`src/rtl/ramp_gen_param_if.sv`:
```
// Handshake and data bundle between a ramp request producer and the ramp
// generator. The producer (master) drives the request fields and the
// active-low data-valid; the generator (slave) returns ready-for-data,
// the ramp value and the done flag.
interface ramp_gen_param_if #(
    parameter int OUT_W  = 8,
    parameter int CNT_W  = 7,
    parameter int STEP_W = 3
);
    logic              dav_;
    logic              rfd;
    logic              s;
    logic [CNT_W-1:0]  h;
    logic [STEP_W-1:0] k;
    logic              m;
    logic [OUT_W-1:0]  out;
    logic              done;

    modport master (
        output dav_, s, h, k, m,
        input  rfd, out, done
    );

    modport slave (
        input  dav_, s, h, k, m,
        output rfd, out, done
    );
endinterface

```
`src/rtl/ramp_gen_param.sv`:
```
// Parametrised ramp generator. Accepts one request per dav_/rfd handshake,
// steps the output by +/-k once per clock for h clocks (saturating or
// wrapping), then waits for the producer to release dav_ while either
// returning to mid-scale or holding the final value.
module ramp_gen_param #(
    parameter int OUT_W  = 8,
    parameter int CNT_W  = 7,
    parameter int STEP_W = 3,
    parameter int SAT    = 1
) (
    input  logic            clock,
    input  logic            reset_,
    ramp_gen_param_if.slave bus
);
    typedef enum logic [1:0] {
        IDLE,
        RUN,
        WAIT
    } state_t;

    localparam logic [OUT_W-1:0] MID     = {1'b1, {(OUT_W-1){1'b0}}};
    localparam logic [OUT_W-1:0] TOP     = {OUT_W{1'b1}};
    localparam logic [CNT_W-1:0] CNT_ONE = {{(CNT_W-1){1'b0}}, 1'b1};

    state_t              state_q, state_nxt;
    logic                rfd_q, rfd_nxt;
    logic                done_q, done_nxt;
    logic [OUT_W-1:0]    out_q, out_nxt;
    logic                s_q, s_nxt;
    logic                m_q, m_nxt;
    logic [STEP_W-1:0]   k_q, k_nxt;
    logic [CNT_W-1:0]    cnt_q, cnt_nxt;

    logic [OUT_W:0]      k_ext;
    logic [OUT_W:0]      sum_up;
    logic [OUT_W:0]      diff_dn;
    logic [OUT_W-1:0]    step_val;

    // Next ramp value: one extra bit exposes overflow/borrow, then clamp or wrap.
    always_comb begin
        k_ext               = '0;
        k_ext[STEP_W-1:0]   = k_q;
        sum_up              = {1'b0, out_q} + k_ext;
        diff_dn             = {1'b0, out_q} - k_ext;
        step_val            = out_q;
        if (!s_q) begin
            if ((SAT != 0) && sum_up[OUT_W]) begin
                step_val = TOP;
            end else begin
                step_val = sum_up[OUT_W-1:0];
            end
        end else begin
            if ((SAT != 0) && diff_dn[OUT_W]) begin
                step_val = '0;
            end else begin
                step_val = diff_dn[OUT_W-1:0];
            end
        end
    end

    // Next-state and next-output decode for the IDLE/RUN/WAIT controller.
    always_comb begin
        state_nxt = state_q;
        rfd_nxt   = rfd_q;
        done_nxt  = done_q;
        out_nxt   = out_q;
        s_nxt     = s_q;
        m_nxt     = m_q;
        k_nxt     = k_q;
        cnt_nxt   = cnt_q;
        case (state_q)
            IDLE: begin
                rfd_nxt = 1'b1;
                if (rfd_q && !bus.dav_) begin
                    s_nxt     = bus.s;
                    m_nxt     = bus.m;
                    k_nxt     = bus.k;
                    cnt_nxt   = bus.h;
                    rfd_nxt   = 1'b0;
                    state_nxt = (bus.h != '0) ? RUN : WAIT;
                end
            end
            RUN: begin
                out_nxt = step_val;
                cnt_nxt = cnt_q - CNT_ONE;
                if (cnt_q == CNT_ONE) begin
                    state_nxt = WAIT;
                    done_nxt  = 1'b1;
                end
            end
            WAIT: begin
                rfd_nxt  = 1'b0;
                done_nxt = 1'b1;
                if (!m_q) begin
                    out_nxt = MID;
                end
                if (bus.dav_) begin
                    state_nxt = IDLE;
                    done_nxt  = 1'b0;
                    rfd_nxt   = 1'b1;
                end
            end
            default: begin
                state_nxt = IDLE;
            end
        endcase
    end

    // State and output registers with synchronous active-low reset.
    always_ff @(posedge clock) begin
        if (!reset_) begin
            state_q <= IDLE;
            rfd_q   <= 1'b0;
            done_q  <= 1'b0;
            out_q   <= MID;
            s_q     <= 1'b0;
            m_q     <= 1'b0;
            k_q     <= '0;
            cnt_q   <= '0;
        end else begin
            state_q <= state_nxt;
            rfd_q   <= rfd_nxt;
            done_q  <= done_nxt;
            out_q   <= out_nxt;
            s_q     <= s_nxt;
            m_q     <= m_nxt;
            k_q     <= k_nxt;
            cnt_q   <= cnt_nxt;
        end
    end

    assign bus.rfd  = rfd_q;
    assign bus.done = done_q;
    assign bus.out  = out_q;
endmodule

```
`src/flat_wrapper.sv`:
```
// flat-port wrapper written by rule: the top's interface ports become plain ports
module ramp_gen_param_flat 
#(
    parameter int OUT_W  = 8,
    parameter int CNT_W  = 7,
    parameter int STEP_W = 3,
    parameter int SAT    = 1
)
  (clock, reset_, bus_dav_, bus_s, bus_h, bus_k, bus_m, bus_rfd, bus_out, bus_done);
  ramp_gen_param_if #(.OUT_W(OUT_W), .CNT_W(CNT_W), .STEP_W(STEP_W)) bus_i ();
  input  logic clock;
  input  logic reset_;
  input wire logic [$bits(bus_i.dav_)-1:0] bus_dav_;
  input wire logic [$bits(bus_i.s)-1:0] bus_s;
  input wire logic [$bits(bus_i.h)-1:0] bus_h;
  input wire logic [$bits(bus_i.k)-1:0] bus_k;
  input wire logic [$bits(bus_i.m)-1:0] bus_m;
  output wire logic [$bits(bus_i.rfd)-1:0] bus_rfd;
  output wire logic [$bits(bus_i.out)-1:0] bus_out;
  output wire logic [$bits(bus_i.done)-1:0] bus_done;
  assign bus_i.dav_ = bus_dav_;
  assign bus_i.s = bus_s;
  assign bus_i.h = bus_h;
  assign bus_i.k = bus_k;
  assign bus_i.m = bus_m;
  assign bus_rfd = bus_i.rfd;
  assign bus_out = bus_i.out;
  assign bus_done = bus_i.done;
  ramp_gen_param #(.OUT_W(OUT_W), .CNT_W(CNT_W), .STEP_W(STEP_W), .SAT(SAT)) u_core (.clock(clock), .reset_(reset_), .bus(bus_i));
endmodule
```
`config.mk`:
```
export PLATFORM = sky130hd
export DESIGN_NAME = ramp_gen_param_flat
export DESIGN_NICKNAME = d
export VERILOG_FILES = /design/src/rtl/ramp_gen_param_if.sv /design/src/rtl/ramp_gen_param.sv /design/src/flat_wrapper.sv
export SDC_FILE = /design/constraint.sdc
export NUM_CORES = 1
export LEC_CHECK = 0
export CAP_MARGIN = 20
export CORE_MARGIN = 2
export CORE_UTILIZATION = 55
export CTS_BUF_LIST = sky130_fd_sc_hd__clkbuf_16
export CTS_CLUSTER_SIZE = 30
export DETAILED_ROUTE_END_ITERATION = 10
export PLACE_DENSITY = 0.8
export SETUP_SLACK_MARGIN = 0.5
export SLEW_MARGIN = 10
export SYNTH_ARGS = -nofsm -noshare
export SYNTH_HDL_FRONTEND = slang
export SYNTH_SLANG_ARGS = --single-unit
export TNS_END_PERCENT = 20
```
`constraint.sdc`:
```
create_clock -name clock -period 2.4 [get_ports clock]
set_clock_uncertainty 0.15 [all_clocks]
set_input_delay 0.36 -clock clock [delete_from_list [all_inputs] [get_ports clock]]
set_output_delay 0.36 -clock clock [all_outputs]
set_load 0.02 [all_outputs]
```
### Yosys cells after proc, flatten, opt, wreduce, memory -nomap -nowiden

Index checks and enable logic that the tools add are counted.

| storage, ports and cells | value |
|---|---|
| output and inout bits | 10 |
| bits of input ports | 15 |
| logic and storage cells | 48 |
| register bits | 24 |

| cells by class | value |
|---|---|
| muxes and demuxes | 18 |
| reductions and logical operators | 12 |
| equality and inequality tests | 7 |
| $add $sub $neg | 3 |

Operators by type and width:

| kind | number |
|---|---|
| 2-to-1 mux 8 bit | 4 |
| case mux 8 bit (2 select lines) | 1 |
| case mux 7 bit (2 select lines) | 1 |
| adder 8 x 3 -> 9 bit | 1 |
| subtractor 8 x 3 -> 9 bit | 1 |
| 2-to-1 mux 2 bit | 4 |
| AND reduction 2 bit | 4 |
| equality test 7 x 1 -> 1 bit, second input constant | 1 |
| 2-to-1 mux 7 bit | 1 |
| nonzero test 7 bit | 1 |
| subtractor 7 x 1 -> 7 bit, second input constant | 1 |
| case mux 2 bit (3 select lines) | 1 |
| nonzero test 2 bit | 3 |
| 2-to-1 mux 1 bit | 4 |
| inequality test 2 x 1 -> 1 bit, second input constant | 2 |
| inequality test 2 bit, second input constant | 2 |
| case mux 1 bit (2 select lines) | 2 |
| AND reduction 3 bit | 1 |
| equality test 2 x 1 -> 1 bit, second input constant | 1 |
| equality test 2 bit, second input constant | 1 |
| logical NOT 2 bit | 1 |
| logical AND 1 bit | 1 |
| logical NOT 1 bit | 1 |

### Depth between registers and ports, before layout

| depth | value |
|---|---|
| depth after elaboration | 4 |
| mapped depth | 7 |
| depth with buffers taken out | 7 |

### Least setup slack after synthesis

No wires, ideal clock.

| timing | value |
|---|---|
| kind | register to register |
| start | register u_core.out_q[0] (netlist: u_core.bus.out[0]) |
| end | register u_core.out_q[6] (netlist: u_core.bus.out[6]) |
| arrival | 2,039 ps |
| library setup time | 120 ps |
| period minus slack after synthesis | 2,309 ps |
| required time | 2,130 ps |
| setup slack | 91 ps |
| stages on the path, launching flop included | 8 |
| buffers on the path | 0 |
| path through | dfxtp_1 > inv_1 > ha_1 > fa_1 > nor2b_1 > nor2_1 > a22o_1 > o31a_1 |

| on the way | value |
|---|---|
| longest elaborated chain between the ends | 4 |
| elaborated cells between the ends (all ways) | 6 |
| classes of those cells | add/sub: 2; mux: 4 |

RTL lines:

| element | RTL line | RTL |
|---|---|---|
| start: declaration | ramp_gen_param.sv:28 | `logic [OUT_W-1:0] out_q, out_nxt;` |
| start signal: assignment | ramp_gen_param.sv:124 | `out_q <= out_nxt;` |
| adder 8 x 3 -> 9 bit or subtractor 8 x 3 -> 9 bit (tied branches) | ramp_gen_param.sv:43, ramp_gen_param.sv:44 |  |
| 2-to-1 mux 8 bit, on equally long branches | ramp_gen_param.sv:47, ramp_gen_param.sv:53 |  |
| 2-to-1 mux 8 bit * | ramp_gen_param.sv:46 | `if (!s_q) begin` |
| case mux 8 bit (2 select lines) * | ramp_gen_param.sv:71 | `case (state_q)` |

Every way passes the cells marked *; elsewhere a longest branch is shown, timed or not.
A chain may end at the register's enable or synchronous reset.

### Worst setup path in the final report

| timing | value |
|---|---|
| start | register u_core.out_q[0] (netlist: u_core.bus.out[0]) |
| end | register u_core.out_q[1] (netlist: u_core.bus.out[1]) |

Same word-level chain as after synthesis.

==> results.py <==
metrics = {
    "clock_network": {
        "h-tree-depth": 1,
        "tritoncts": "yes",
        "clockBufferDepth": 2,
        "cts.sinks": 24,
        "cts_buffers": 3,
        "clkTransAtPathRegs_ps": 70,
        "clock_latency_ps": 260,
        "cts_root_buf": "clkbuf_16",
    },
    "cells_and_area": {
        "final_net_count": 266,
        "syn2layout_area_growth_pct": 28.5,
        "drive_gt1_share_pct": 19.2,
        "final_cell_mix": "clkdlybuf4s50_1, nor2_1, dfxtp_1",
        "antenna_cells": 0,
        "layout_commonest_cell": "clkdlybuf4s50_1",
        "fin_area_um2": 2290,
    },
    "critical_path": {
        "crit_slowest_cell": "fa_2",
        "crit_chain": "inv_2 > ha_4 > fa_2 > nor2b_4 > nor4_4 > o21a_1 > o31ai_2",
        "worstSetupStartpoint": "u_core.bus.out[0]",
        "endpoint": "u_core.bus.out[1]",
        "reg2reg_to": "u_core.bus.out[1]",
        "crit_required_ps": 2420,
        "crit_type": "register to register",
        "critPathCaptureType": "register",
        "crit_arrival_ps": 2010,
        "crit_fanout": 4,
        "reg2reg_depth": 7,
        "worst_path_dominant_cell_family": "adder cells",
        "start_kind": "register",
        "rrSetupSlack_ps": 400,
        "cp.depth": 7,
        "cp_slowest_stage_delay_ps": 420,
        "worstReg2RegStart": "u_core.bus.out[0]",
        "cp_num_buf_inv": 1,
    },
    "synthesis": {
        "synth_edf_count": 0,
        "synthCells": 219,
        "ys.warnings.count": 0,
        "synth_seq_area_share_pct": 27.0,
        "synthMuxAreaShare_pct": 4.50,
        "synthAdderAreaFrac_pct": 7.87,
        "async_reset_ff_share_pct": 0,
        "synth.avg_cell_area_um2": 8.13,
        "synthSimpleGateAreaFrac_pct": 25.4,
        "synth_xor_xnor_area_share_pct": 0.984,
        "synth_cell_type_count": 60,
        "ys.flop_type": "dfxtp_1",
        "synth_top_family_by_area": "compound AO/OA/AOI/OAI gates",
        "syn_area_um2": 1780,
        "ys_ff_latch": 24,
        "synth_nets": 244,
        "synth-compound-area-share_pct": 27.8,
    },
    "timing": {
        "slew_violations": 0,
        "relSlewSlack_pct": 56.8,
        "timing.setup.tns_ps": 0,
        "fin_crit_ps": 2000,
        "hold_violations": 0,
        "setup_violations": 0,
        "fin_crit_sh_pct": 83.2,
        "rsz0062_at_grt": "true",
        "fmax_mhz": 501,
        "worst_pin_slew_ps": 647,
    },
    "drt": {
        "postRouteAntennaNets": 0,
        "vias": 1854,
        "first_pass_iters": 7,
        "wire_per_inst_um": 17.7,
        "drt-initial-drc-count": 228,
        "drcViolationCount": 0,
        "drt-total-wl_um": 5040,
        "viasPerCell": 6.53,
    },
    "die": {
        "num_rows": 20,
        "dieHeight_um": 60.9,
        "pin_count": 25,
        "die-width_um": 60.9,
        "dieArea_um2": 3710,
        "floorplan.initialDensity_pct": 57.8,
        "core-area_um2": 3080,
    },
    "power_and_ir_drop": {
        "internal-power_uw": 869,
        "ir_drop_mv": 0.360,
        "leakage_nw": 0.868,
        "power_density_nw_per_um2": 541,
        "swShare_pct": 29.8,
        "netSwitchingPower_uw": 369,
        "clockPowerShare_pct": 35.9,
        "combPwrFrac_pct": 26.0,
        "seq_power_share_pct": 38.1,
    },
    "place": {
        "place.gp.congestion": 0.918,
        "dpl_cell_area_um2": 2100,
        "dpl.hpwl_um": 3470,
        "io_buffers": 24,
    },
    "min_path": {
        "min_path_type": "register to register",
    },
    "global_routing": {
        "grt_max_degree": 19,
        "track_usage_pct": 30.5,
        "overflow": 0,
        "grt_pass1_wl_um": 8320,
        "antenna_found_initial": 0,
        "grt_pass1_vias": 1688,
    },
    "run": {
        "drv_cap": 0,
    },
    "run_status": {
        "status": "completed",
    },
}
## worst register-to-register path, delay by kind of cell, from the launching register on
kind                       cells  cell delay, ps
AOI/OAI and AO/OA              2             460
and+or+nand+nor                2             320
DFF                            1             360
buffers and inverters          1              40
adders and majority gates      2             570
## timing repair
action                                  CTS  global route
resized for setup                         8            11
setup buffers                             1             2
pin swaps                                 1             4
hold buffers                              0             0
endpoints found under the setup margin   13            17
## layer usage
| metal | wire length (um) | share of wire (%) | up-vias | GRT usage (%) |
|---|---|---|---|---|
| met5 | 0 | 0 | - | 0 |
| met4 | 103 | 2.0 | 0 | 12.7 |
| met3 | 516 | 10 | 10 | 7.68 |
| met2 | 2240 | 44 | 117 | 44.9 |
| met1 | 2180 | 43 | 864 | 42.4 |
| li1 | - | - | 863 | - |
## flip-flops by register name (all words and copies together), names as in the netlist
register / flops
u_core.bus.out: 8
u_core.cnt_q: 7
u_core.k_q: 3
u_core.state_q: 2
u_core.bus.done: 1
u_core.bus.rfd: 1
u_core.m_q: 1
u_core.s_q: 1
## per-stage QoR
stage	power [mW]	utilization, %	instances	setup WS [ps]	hold WS, ps
after floorplan	0.680	-	219	484	308
after global placement	0.764	68.3	277	353	325
after detailed placement	0.776	68.3	277	325	339
after CTS	1.23	72.8	282	390	349
after global routing	1.29	74.3	284	344	387
final	1.24	74.3	284	404	348
## power by group through the flow
stage | Combinational [mW] | Sequential, mW | Clock [mW]
6_report | 0.322 | 0.471 | 0.445
5_1_grt | 0.351 | 0.476 | 0.468
4_1_cts | 0.311 | 0.468 | 0.449
3_5_place_dp | 0.299 | 0.477 | 0
3_3_place_gp | 0.289 | 0.475 | 0
2_1_floorplan | 0.215 | 0.464 | 0
## cell type report
class / count / area (um2)
clock buffer: 4 / 100
fill: 242 / 790
inverter: 10 / 37.5
multi-input combinational: 168 / 1280
sequential: 24 / 497
tap: 44 / 55.1
timing repair buffer: 34 / 318
## Yosys cell counts, types with 4 or more instances
cell type  count  share of area (%)
nor2_1        22                4.6
nor3_1         9                2.5
inv_1         10                2.1
o21ai_0        5                1.4
nor2b_1        4                1.4
nand2_1        9                1.9
ha_1           8                5.6
dfxtp_1       24                 27
a21oi_1       12                3.4
clkbuf_1      10                2.1
nand2b_1       7                2.5
buf_2          5                1.4
o21a_1         4                1.7
and3_1         4                1.4
a211oi_1       5                2.1
nor4_1         6                2.1
nand3_1        6                1.7
o21ai_1        4                1.1
mux2i_1        8                4.5
## worst min path at each step
stage | startpoint | to | depth (start not counted)
after detailed placement | u_core.cnt_q[1] | u_core.cnt_q[1] | 2
after global routing | u_core.cnt_q[1] | u_core.cnt_q[1] | 2
final | u_core.cnt_q[1] | u_core.cnt_q[1] | 2
after global placement | u_core.cnt_q[1] | u_core.cnt_q[1] | 2
after CTS | u_core.cnt_q[1] | u_core.cnt_q[1] | 2
after floorplan | u_core.cnt_q[1] | u_core.cnt_q[1] | 2
## cell families (layout without fill, tap and decap cells)
| kind of cell | after synthesis | count (layout) |
|---|---|---|
| simple gates | 82 | 82 |
| mux | 8 | 8 |
| buf+inv | 27 | 48 |
| compound gates | 66 | 66 |
| flops | 24 | 24 |
| fa+ha+maj | 10 | 10 |
| xor+xnor | 2 | 2 |
Power figures use the tool's default switching activity.
